`src/rtl/bounce_box_if.sv`:
```
// Scan-counter / pixel bundle between the VGA timing block and the box generator.
// The timing side drives h, v and run; the generator returns colour and the bounce strobe.
interface bounce_box_if;
    logic       run;
    logic [9:0] h;
    logic [9:0] v;
    logic [2:0] red;
    logic [2:0] green;
    logic [1:0] blue;
    logic       hit;

    modport master (output run, h, v, input red, green, blue, hit);
    modport slave  (input run, h, v, output red, green, blue, hit);
endinterface

```
`src/rtl/bounce_box_gen.sv`:
```
// Bouncing-box pixel source: registered 3-3-2 colour one dclk after h/v.
// The box position steps once per frame on the line after the visible area.
module bounce_box_gen #(
    parameter int          HBP   = 144,
    parameter int          HFP   = 784,
    parameter int          VBP   = 31,
    parameter int          VFP   = 511,
    parameter int          BOX_W = 32,
    parameter int          BOX_H = 32,
    parameter int          STEP  = 2,
    parameter logic [7:0]  BG    = 8'b010_010_01
) (
    input  logic          dclk,
    input  logic          clr,
    bounce_box_if.slave   bus
);

    localparam logic [10:0] X_MAX = 11'(640 - BOX_W);
    localparam logic [10:0] Y_MAX = 11'(480 - BOX_H);

    logic [9:0] bx_q, bx_d, by_q, by_d;
    logic       dx_neg_q, dx_neg_d, dy_neg_q, dy_neg_d;
    logic [7:0] frame_cnt_q, frame_cnt_d;
    logic [7:0] rgb_q, rgb_d;
    logic       hit_q, hit_d;

    logic [9:0] px, py;
    logic       vis, in_box, upd;
    logic [7:0] box_col;
    logic [11:0] x_nxt, y_nxt;

    // Returns {bounce, negative_dir, new_pos}; the 11-bit sum cannot wrap.
    function automatic logic [11:0] axis_step(input logic [9:0] pos, input logic neg,
                                              input logic [10:0] lim);
        logic [10:0] sum;
        sum = {1'b0, pos} + 11'(STEP);
        if (!neg) begin
            if (sum >= lim) return {1'b1, 1'b1, lim[9:0]};
            return {1'b0, 1'b0, sum[9:0]};
        end
        if ({1'b0, pos} <= 11'(STEP)) return {1'b1, 1'b0, 10'd0};
        return {1'b0, 1'b1, pos - 10'(STEP)};
    endfunction

    always_comb begin
        px      = bus.h - 10'(HBP);
        py      = bus.v - 10'(VBP);
        vis     = (bus.h >= 10'(HBP)) && (bus.h < 10'(HFP)) &&
                  (bus.v >= 10'(VBP)) && (bus.v < 10'(VFP));
        in_box  = ({1'b0, px} >= {1'b0, bx_q}) && ({1'b0, px} < {1'b0, bx_q} + 11'(BOX_W)) &&
                  ({1'b0, py} >= {1'b0, by_q}) && ({1'b0, py} < {1'b0, by_q} + 11'(BOX_H));
        box_col = {frame_cnt_q[7:5], ~frame_cnt_q[7:5], frame_cnt_q[6:5]};
        if (!vis)        rgb_d = 8'h00;
        else if (in_box) rgb_d = box_col;
        else             rgb_d = BG;
    end

    always_comb begin
        upd         = (bus.h == 10'd0) && (bus.v == 10'(VFP));
        x_nxt       = axis_step(bx_q, dx_neg_q, X_MAX);
        y_nxt       = axis_step(by_q, dy_neg_q, Y_MAX);
        bx_d        = bx_q;
        by_d        = by_q;
        dx_neg_d    = dx_neg_q;
        dy_neg_d    = dy_neg_q;
        frame_cnt_d = frame_cnt_q;
        hit_d       = 1'b0;
        if (upd) begin
            frame_cnt_d = frame_cnt_q + 8'd1;
            if (bus.run) begin
                {dx_neg_d, bx_d} = x_nxt[10:0];
                {dy_neg_d, by_d} = y_nxt[10:0];
                hit_d            = x_nxt[11] | y_nxt[11];
            end
        end
    end

    always_ff @(posedge dclk or posedge clr) begin
        if (clr) begin
            bx_q        <= '0;
            by_q        <= '0;
            dx_neg_q    <= 1'b0;
            dy_neg_q    <= 1'b0;
            frame_cnt_q <= '0;
            rgb_q       <= '0;
            hit_q       <= 1'b0;
        end else begin
            bx_q        <= bx_d;
            by_q        <= by_d;
            dx_neg_q    <= dx_neg_d;
            dy_neg_q    <= dy_neg_d;
            frame_cnt_q <= frame_cnt_d;
            rgb_q       <= rgb_d;
            hit_q       <= hit_d;
        end
    end

    assign bus.red   = rgb_q[7:5];
    assign bus.green = rgb_q[4:2];
    assign bus.blue  = rgb_q[1:0];
    assign bus.hit   = hit_q;

endmodule

```
`src/flat_wrapper.sv`:
```
// flat-port wrapper written by rule: the top's interface ports become plain ports
module bounce_box_gen_flat 
#(
    parameter int          HBP   = 144,
    parameter int          HFP   = 784,
    parameter int          VBP   = 31,
    parameter int          VFP   = 511,
    parameter int          BOX_W = 32,
    parameter int          BOX_H = 32,
    parameter int          STEP  = 2,
    parameter logic [7:0]  BG    = 8'b010_010_01
)
  (dclk, clr, bus_run, bus_h, bus_v, bus_red, bus_green, bus_blue, bus_hit);
  bounce_box_if bus_i ();
  input  logic dclk;
  input  logic clr;
  input wire logic [$bits(bus_i.run)-1:0] bus_run;
  input wire logic [$bits(bus_i.h)-1:0] bus_h;
  input wire logic [$bits(bus_i.v)-1:0] bus_v;
  output wire logic [$bits(bus_i.red)-1:0] bus_red;
  output wire logic [$bits(bus_i.green)-1:0] bus_green;
  output wire logic [$bits(bus_i.blue)-1:0] bus_blue;
  output wire logic [$bits(bus_i.hit)-1:0] bus_hit;
  assign bus_i.run = bus_run;
  assign bus_i.h = bus_h;
  assign bus_i.v = bus_v;
  assign bus_red = bus_i.red;
  assign bus_green = bus_i.green;
  assign bus_blue = bus_i.blue;
  assign bus_hit = bus_i.hit;
  bounce_box_gen #(.HBP(HBP), .HFP(HFP), .VBP(VBP), .VFP(VFP), .BOX_W(BOX_W), .BOX_H(BOX_H), .STEP(STEP), .BG(BG)) u_core (.dclk(dclk), .clr(clr), .bus(bus_i));
endmodule
```
`config.mk`:
```
export PLATFORM = sky130hd
export DESIGN_NAME = bounce_box_gen_flat
export DESIGN_NICKNAME = d
export VERILOG_FILES = /design/src/rtl/bounce_box_if.sv /design/src/rtl/bounce_box_gen.sv /design/src/flat_wrapper.sv
export SDC_FILE = /design/constraint.sdc
export NUM_CORES = 1
export LEC_CHECK = 0
export CAP_MARGIN = 10
export CORE_ASPECT_RATIO = 1.1
export CORE_MARGIN = 8
export CORE_UTILIZATION = 45
export CTS_CLUSTER_SIZE = 14
export DETAILED_ROUTE_END_ITERATION = 8
export PLACE_DENSITY = 0.68
export SYNTH_ARGS = -nofsm -noshare
export SYNTH_HDL_FRONTEND = slang
export SYNTH_SLANG_ARGS = --single-unit
```
`constraint.sdc`:
```
create_clock -name dclk -period 2.05 [get_ports dclk]
set_clock_uncertainty 0.1 [all_clocks]
set_input_delay 0.5125 -clock dclk [delete_from_list [all_inputs] [get_ports dclk]]
set_output_delay 0.5125 -clock dclk [all_outputs]
set_load 0.02 [all_outputs]
```
After elaboration in Yosys (flattened, before gate mapping)
Cells that the tools add are included.

Bits in registers: 39. Word-level logic and storage cells: 64. Output and inout port bits: 9.

Order comparisons: 12. Bitwise logic cells: 2. Multiplexer cells: 24. Reductions and logical operators: 9. Eq/ne operators: 1. Add/subtract/negate cells: 9.

Operator list (number): 12-bit two-way mux (12); 10-bit by 2-bit adder with 11-bit output, second input constant (2); 10-bit by 6-bit adder with 11-bit output, second input constant (2); 10-bit by 11-bit less-than comparator with 1-bit output (2); 10-bit >= comparator (2); 10-bit by 2-bit <= comparator with 1-bit output, second input constant (2); 10-bit by 2-bit subtractor with 10-bit output, second input constant (2); 8-bit two-way mux (2); 11-bit by 10-bit >= comparator with 1-bit output, second input constant (1); 11-bit by 9-bit >= comparator with 1-bit output, second input constant (1); 10-bit by 9-bit equality test with 1-bit output, second input constant (1); 10-bit by 5-bit >= comparator with 1-bit output, second input constant (1); 10-bit by 8-bit >= comparator with 1-bit output, second input constant (1); 10-bit zero test (1); 10-bit less-than comparator, second input constant (1); 10-bit by 9-bit less-than comparator with 1-bit output, second input constant (1); 1-bit two-way mux (10); 10-bit by 5-bit subtractor with 10-bit output, second input constant (1); 10-bit by 8-bit subtractor with 10-bit output, second input constant (1); 8-bit by 1-bit adder with 8-bit output, second input constant (1); 1-bit logical AND (7); 3-bit NOT (1); 2-bit AND reduction (1); 1-bit bitwise OR (1).

Depth between registers and ports, before layout
Word-level depth: 12. Mapped depth: 11.

Least setup slack after synthesis
OpenSTA, ideal clock, no wires.

Path type: input -> register. Start point: in bus_h[4]. End point: reg u_core.rgb_q[0]. Arrival time: 2.202 ns. Library setup time: 0.149 ns. Slack: -0.401 ns. Stages: 9. Required time: 1.801 ns. Buffers on the path: 0. Cell sequence: or3_1 > a21oi_1 > xor2_1 > ha_1 > and3_1 > o31ai_1 > o2bb2ai_1 > and4_1 > a21oi_1.

Word-level cells in the longest chain between the ends: 7.

RTL lines: start: declaration (RTL line flat_wrapper.sv:18) `input wire logic [$bits(bus_i.h)-1:0] bus_h;`; 10-bit by 8-bit subtractor with 10-bit output (RTL line bounce_box_gen.sv:46) `px = bus.h - 10'(HBP);`; 10-bit by 11-bit less-than comparator with 1-bit output / 10-bit >= comparator (equally long branches) (RTL line bounce_box_gen.sv:50) `in_box = ({1'b0, px} >= {1'b0, bx_q}) && ({1'b0, px} < {1'b0, bx_q} + 11'(BOX_W)) &&`; 1-bit logical AND (2 in series) (RTL line bounce_box_gen.sv:50); 1-bit logical AND (RTL line bounce_box_gen.sv:51) `({1'b0, py} >= {1'b0, by_q}) && ({1'b0, py} < {1'b0, by_q} + 11'(BOX_H));`; 8-bit two-way mux (RTL line bounce_box_gen.sv:54) `else if (in_box) rgb_d = box_col;`; 8-bit two-way mux * (RTL line bounce_box_gen.sv:53) `if (!vis) rgb_d = 8'h00;`; via u_core.rgb_d[0] (RTL line bounce_box_gen.sv:24) `logic [7:0] rgb_q, rgb_d;`; end signal: assignment (RTL line bounce_box_gen.sv:93) `rgb_q <= rgb_d;`; end: declaration (RTL line bounce_box_gen.sv:24).

The timed path passes the listed nets; every way through them passes the cells marked *. A chain may end at the register's enable or synchronous reset.

Worst setup path in the final report
Start point: in bus_h[6]. End point: reg u_core.rgb_q[6].

The elaborated chain is that of the path after synthesis.

==> flow_metrics.env <==
export IMPL_root_buffer="clkbuf_8"
export IMPL_post_route_min_period_ns=2.47
export IMPL_drt_initial_drc_count=517
export IMPL_vias=4791
export IMPL_hold_path_class="reg -> reg"
export IMPL_routedWlPerCell_um=22.5
export IMPL_overflow=0
export IMPL_power_leakage_uw=0.00276
export IMPL_final_cell_area_sq_mm=0.00634
export IMPL_layout_drive_gt1_share_pct=52.5
export IMPL_hold_viol_final=0
export IMPL_cts_sinks=37
export IMPL_vdd_drop_max_uv=223
export IMPL_core_area_sq_mm=0.00787
export IMPL_synth_edf_count=0
export IMPL_start_util_pct=46.1
export IMPL_cts_max_level=2
export IMPL_antenna_left=0
export IMPL_setup_tns_ns=-7.45
export IMPL_synth_flop_cell="dfrtp_1"
export IMPL_die_h_um=110
export IMPL_die_width_um=102
export IMPL_track_usage_pct=24.0
export IMPL_power_density_mw_per_mm2=279
export IMPL_first_pass_iters=5
export IMPL_syn_area_sq_mm=0.00363
export IMPL_io_pins=32
export IMPL_slew_violations=0
export IMPL_vias_per_cell=6.42
export IMPL_areaGrowthSynthToFinish_pct=74.6
export IMPL_clk_pin_slew_ns=0.08
export IMPL_postCtsHoldBufs=0
export IMPL_seq_area_frac_synth_pct=25.5
export IMPL_nets=705
export IMPL_yosys_area_top_type_share_pct=25.5
export IMPL_status="finished with violations"
export IMPL_drc=0
export IMPL_arrival_ns=2.59
export IMPL_crit_type="in -> reg"
export IMPL_numCtsBuffers=5
export IMPL_synth_net_count=502
export IMPL_portBuffers=31
export IMPL_postSynthAreaPerCell_sq_um=8.36
export IMPL_synth_seq_cells=37
export IMPL_worst_slack_ns=-0.418
export IMPL_synth_async_reset_ratio_pct=100
export IMPL_cts_tree="built"
export IMPL_rows=34
export IMPL_grt_max_degree=38
export IMPL_antenna_found_initial=0
export IMPL_routed_wl_um=16800
export IMPL_syn_instance_count=434
export IMPL_end_kind="flop"
export IMPL_synth_distinct_cells=64
export IMPL_relSlewSlack_pct=68.3
export IMPL_finalSetupViolations=36
export IMPL_die_area_sq_mm=0.0112
export IMPL_whs_ns=0.394
export IMPL_grt_first_pass_wirelength_um=21300
export IMPL_fmax_ghz=0.405
export IMPL_cp_required_ns=2.17
export IMPL_crit_path_start_kind="input port"
export IMPL_cp_max_fo=3
export IMPL_synth_top_cells_by_area="dfrtp_1, ha_1, a21oi_1"
export IMPL_yosys_area_top_type="dfrtp_1"
export IMPL_diodes=0
export IMPL_routabilityCongestion=0.901
export IMPL_clockBufferDepth=2
export IMPL_fin_crit_sh_pct=120
export IMPL_tightest_slew_ns=0.476
export IMPL_rsz0062_at_grt="true"
export IMPL_worstSkewPairLatency_ns=0.30
export IMPL_grt_pass1_vias=4400
export IMPL_yosysWarningCount=0
export IMPL_dpl_cell_area_sq_mm=0.00513
export IMPL_hpwl_um=9190
export IMPL_violations="negative setup slack"
export IMPL_drv_cap=0
state kept, by name (all words and copies together), names as in the netlist:
| register | count |
|---|---|
| u_core.by_q | 9 |
| u_core.dy_neg_q | 1 |
| u_core.dx_neg_q | 1 |
| u_core.rgb_q | 8 |
| u_core.bus.hit | 1 |
| u_core.bx_q | 9 |
| u_core.frame_cnt_q | 8 |
report_power, final:
part           switching (uW)  total (uW)  internal, uW
sequential               1.77         736           735
combinational             241         473           232
clock                     315         557           242
total                     557        1770          1210
cell type report:
type	instances	area (sq um)
Clock buffer	5	68.8
Clock inverter	3	22.5
Fill cell	440	1530
Inverter	32	151
Multi-Input combinational cell	347	3180
Sequential cell	37	935
Tap cell	108	135
Timing Repair Buffer	214	1840
layout by cell type (no fill, tap or decap), types with 5 or more instances in the layout:
| cell | synthesis | final |
|---|---|---|
| a21oi_1 | 34 | 20 |
| a21oi_2 | 1 | 13 |
| a22oi_1 | 5 | 5 |
| buf_12 | 0 | 5 |
| buf_4 | 3 | 154 |
| buf_6 | 3 | 30 |
| clkbuf_8 | 0 | 5 |
| clkdlybuf4s50_1 | 0 | 11 |
| dfrtp_1 | 37 | 30 |
| dfrtp_2 | 0 | 7 |
| dlygate4sd2_1 | 0 | 6 |
| ha_1 | 45 | 32 |
| ha_4 | 0 | 10 |
| inv_1 | 30 | 23 |
| inv_2 | 2 | 6 |
| nand2_1 | 24 | 20 |
| nand3_1 | 25 | 21 |
| nand4_1 | 14 | 14 |
| nor2_1 | 15 | 10 |
| nor3_1 | 22 | 10 |
| nor3_2 | 2 | 13 |
| o211ai_1 | 7 | 7 |
| o21a_1 | 10 | 9 |
| o21ai_0 | 26 | 5 |
| o21ai_1 | 6 | 18 |
| o21ai_2 | 1 | 10 |
| o31ai_1 | 8 | 5 |
| xnor2_1 | 18 | 13 |
| xnor2_2 | 0 | 5 |
| xor2_1 | 8 | 5 |
synthesized netlist by cell type, types with 6 or more instances:
cell and instances:
o31ai_1 8, o21ai_1 6, a21oi_1 34, ha_1 45, nand2_1 24, nand4_1 14
o21ai_0 26, nor4_1 7, o21a_1 10, xor2_1 8, nor2_1 15, xnor2_1 18
nand3_1 25, o211ai_1 7, and3_1 9, inv_1 30, buf_2 10, dfrtp_1 37
nor3_1 22
logic make-up after synthesis:
logic type / Yosys count / synth area share (%)
compound gates: 131 / 23.6
mux: 2 / 0.620
buf+inv: 51 / 6.55
simple gates: 142 / 21.9
fa+ha+maj: 45 / 15.5
xor+xnor: 26 / 6.27
flops: 37 / 25.5
final timing paths:
path	from	to	slack [ns]	cells after the start
hold reg to reg	u_core.frame_cnt_q[6]	u_core.rgb_q[3]	0.39	1
hold / removal	u_core.frame_cnt_q[6]	u_core.rgb_q[3]	0.39	1
setup reg to reg	u_core.bx_q[2]	u_core.bus.hit	-0.31	10
max in group asynchronous	clr	u_core.bx_q[3]	1.19	3
setup / recovery	bus_h[6]	u_core.rgb_q[6]	-0.42	10
min in group asynchronous	clr	u_core.dy_neg_q	0.45	3
routing by layer:
layer	track usage, %	routed length (um)	part of all wire [%]
met5	0	0	0
met4	10.6	1140	6.8
met3	3.39	1320	7.9
met2	44.3	8270	49
met1	26.7	6030	36
stage by stage:
step / cells / util [%] / setup slack (ns) / total power (uW)
floorplan: 434 / - / -0.290 / 919
global placement: 690 / 65.1 / -1.08 / 1100
detailed placement: 690 / 65.1 / -1.18 / 1110
CTS: 723 / 72.8 / -0.314 / 1690
global route: 746 / 80.5 / -0.494 / 1830
finish: 746 / 80.5 / -0.418 / 1770
what timing repair did:
action | CTS | global route
gates cloned | 2 | 1
endpoints found under the setup margin | 37 | 37
setup buffers | 23 | 22
pin swaps | 50 | 55
gates resized for setup | 113 | 131
worst max-delay path, cell delays in order:
cell and delay [ns]:
buf_6 0.09, or3_4 0.40, xor2_1 0.17, ha_1 0.36, a21oi_1 0.20, o21ai_0 0.12, a41oi_1 0.27, o21ai_2 0.11
and4_4 0.23, a21oi_2 0.13
(Power assumes the default switching activity.)
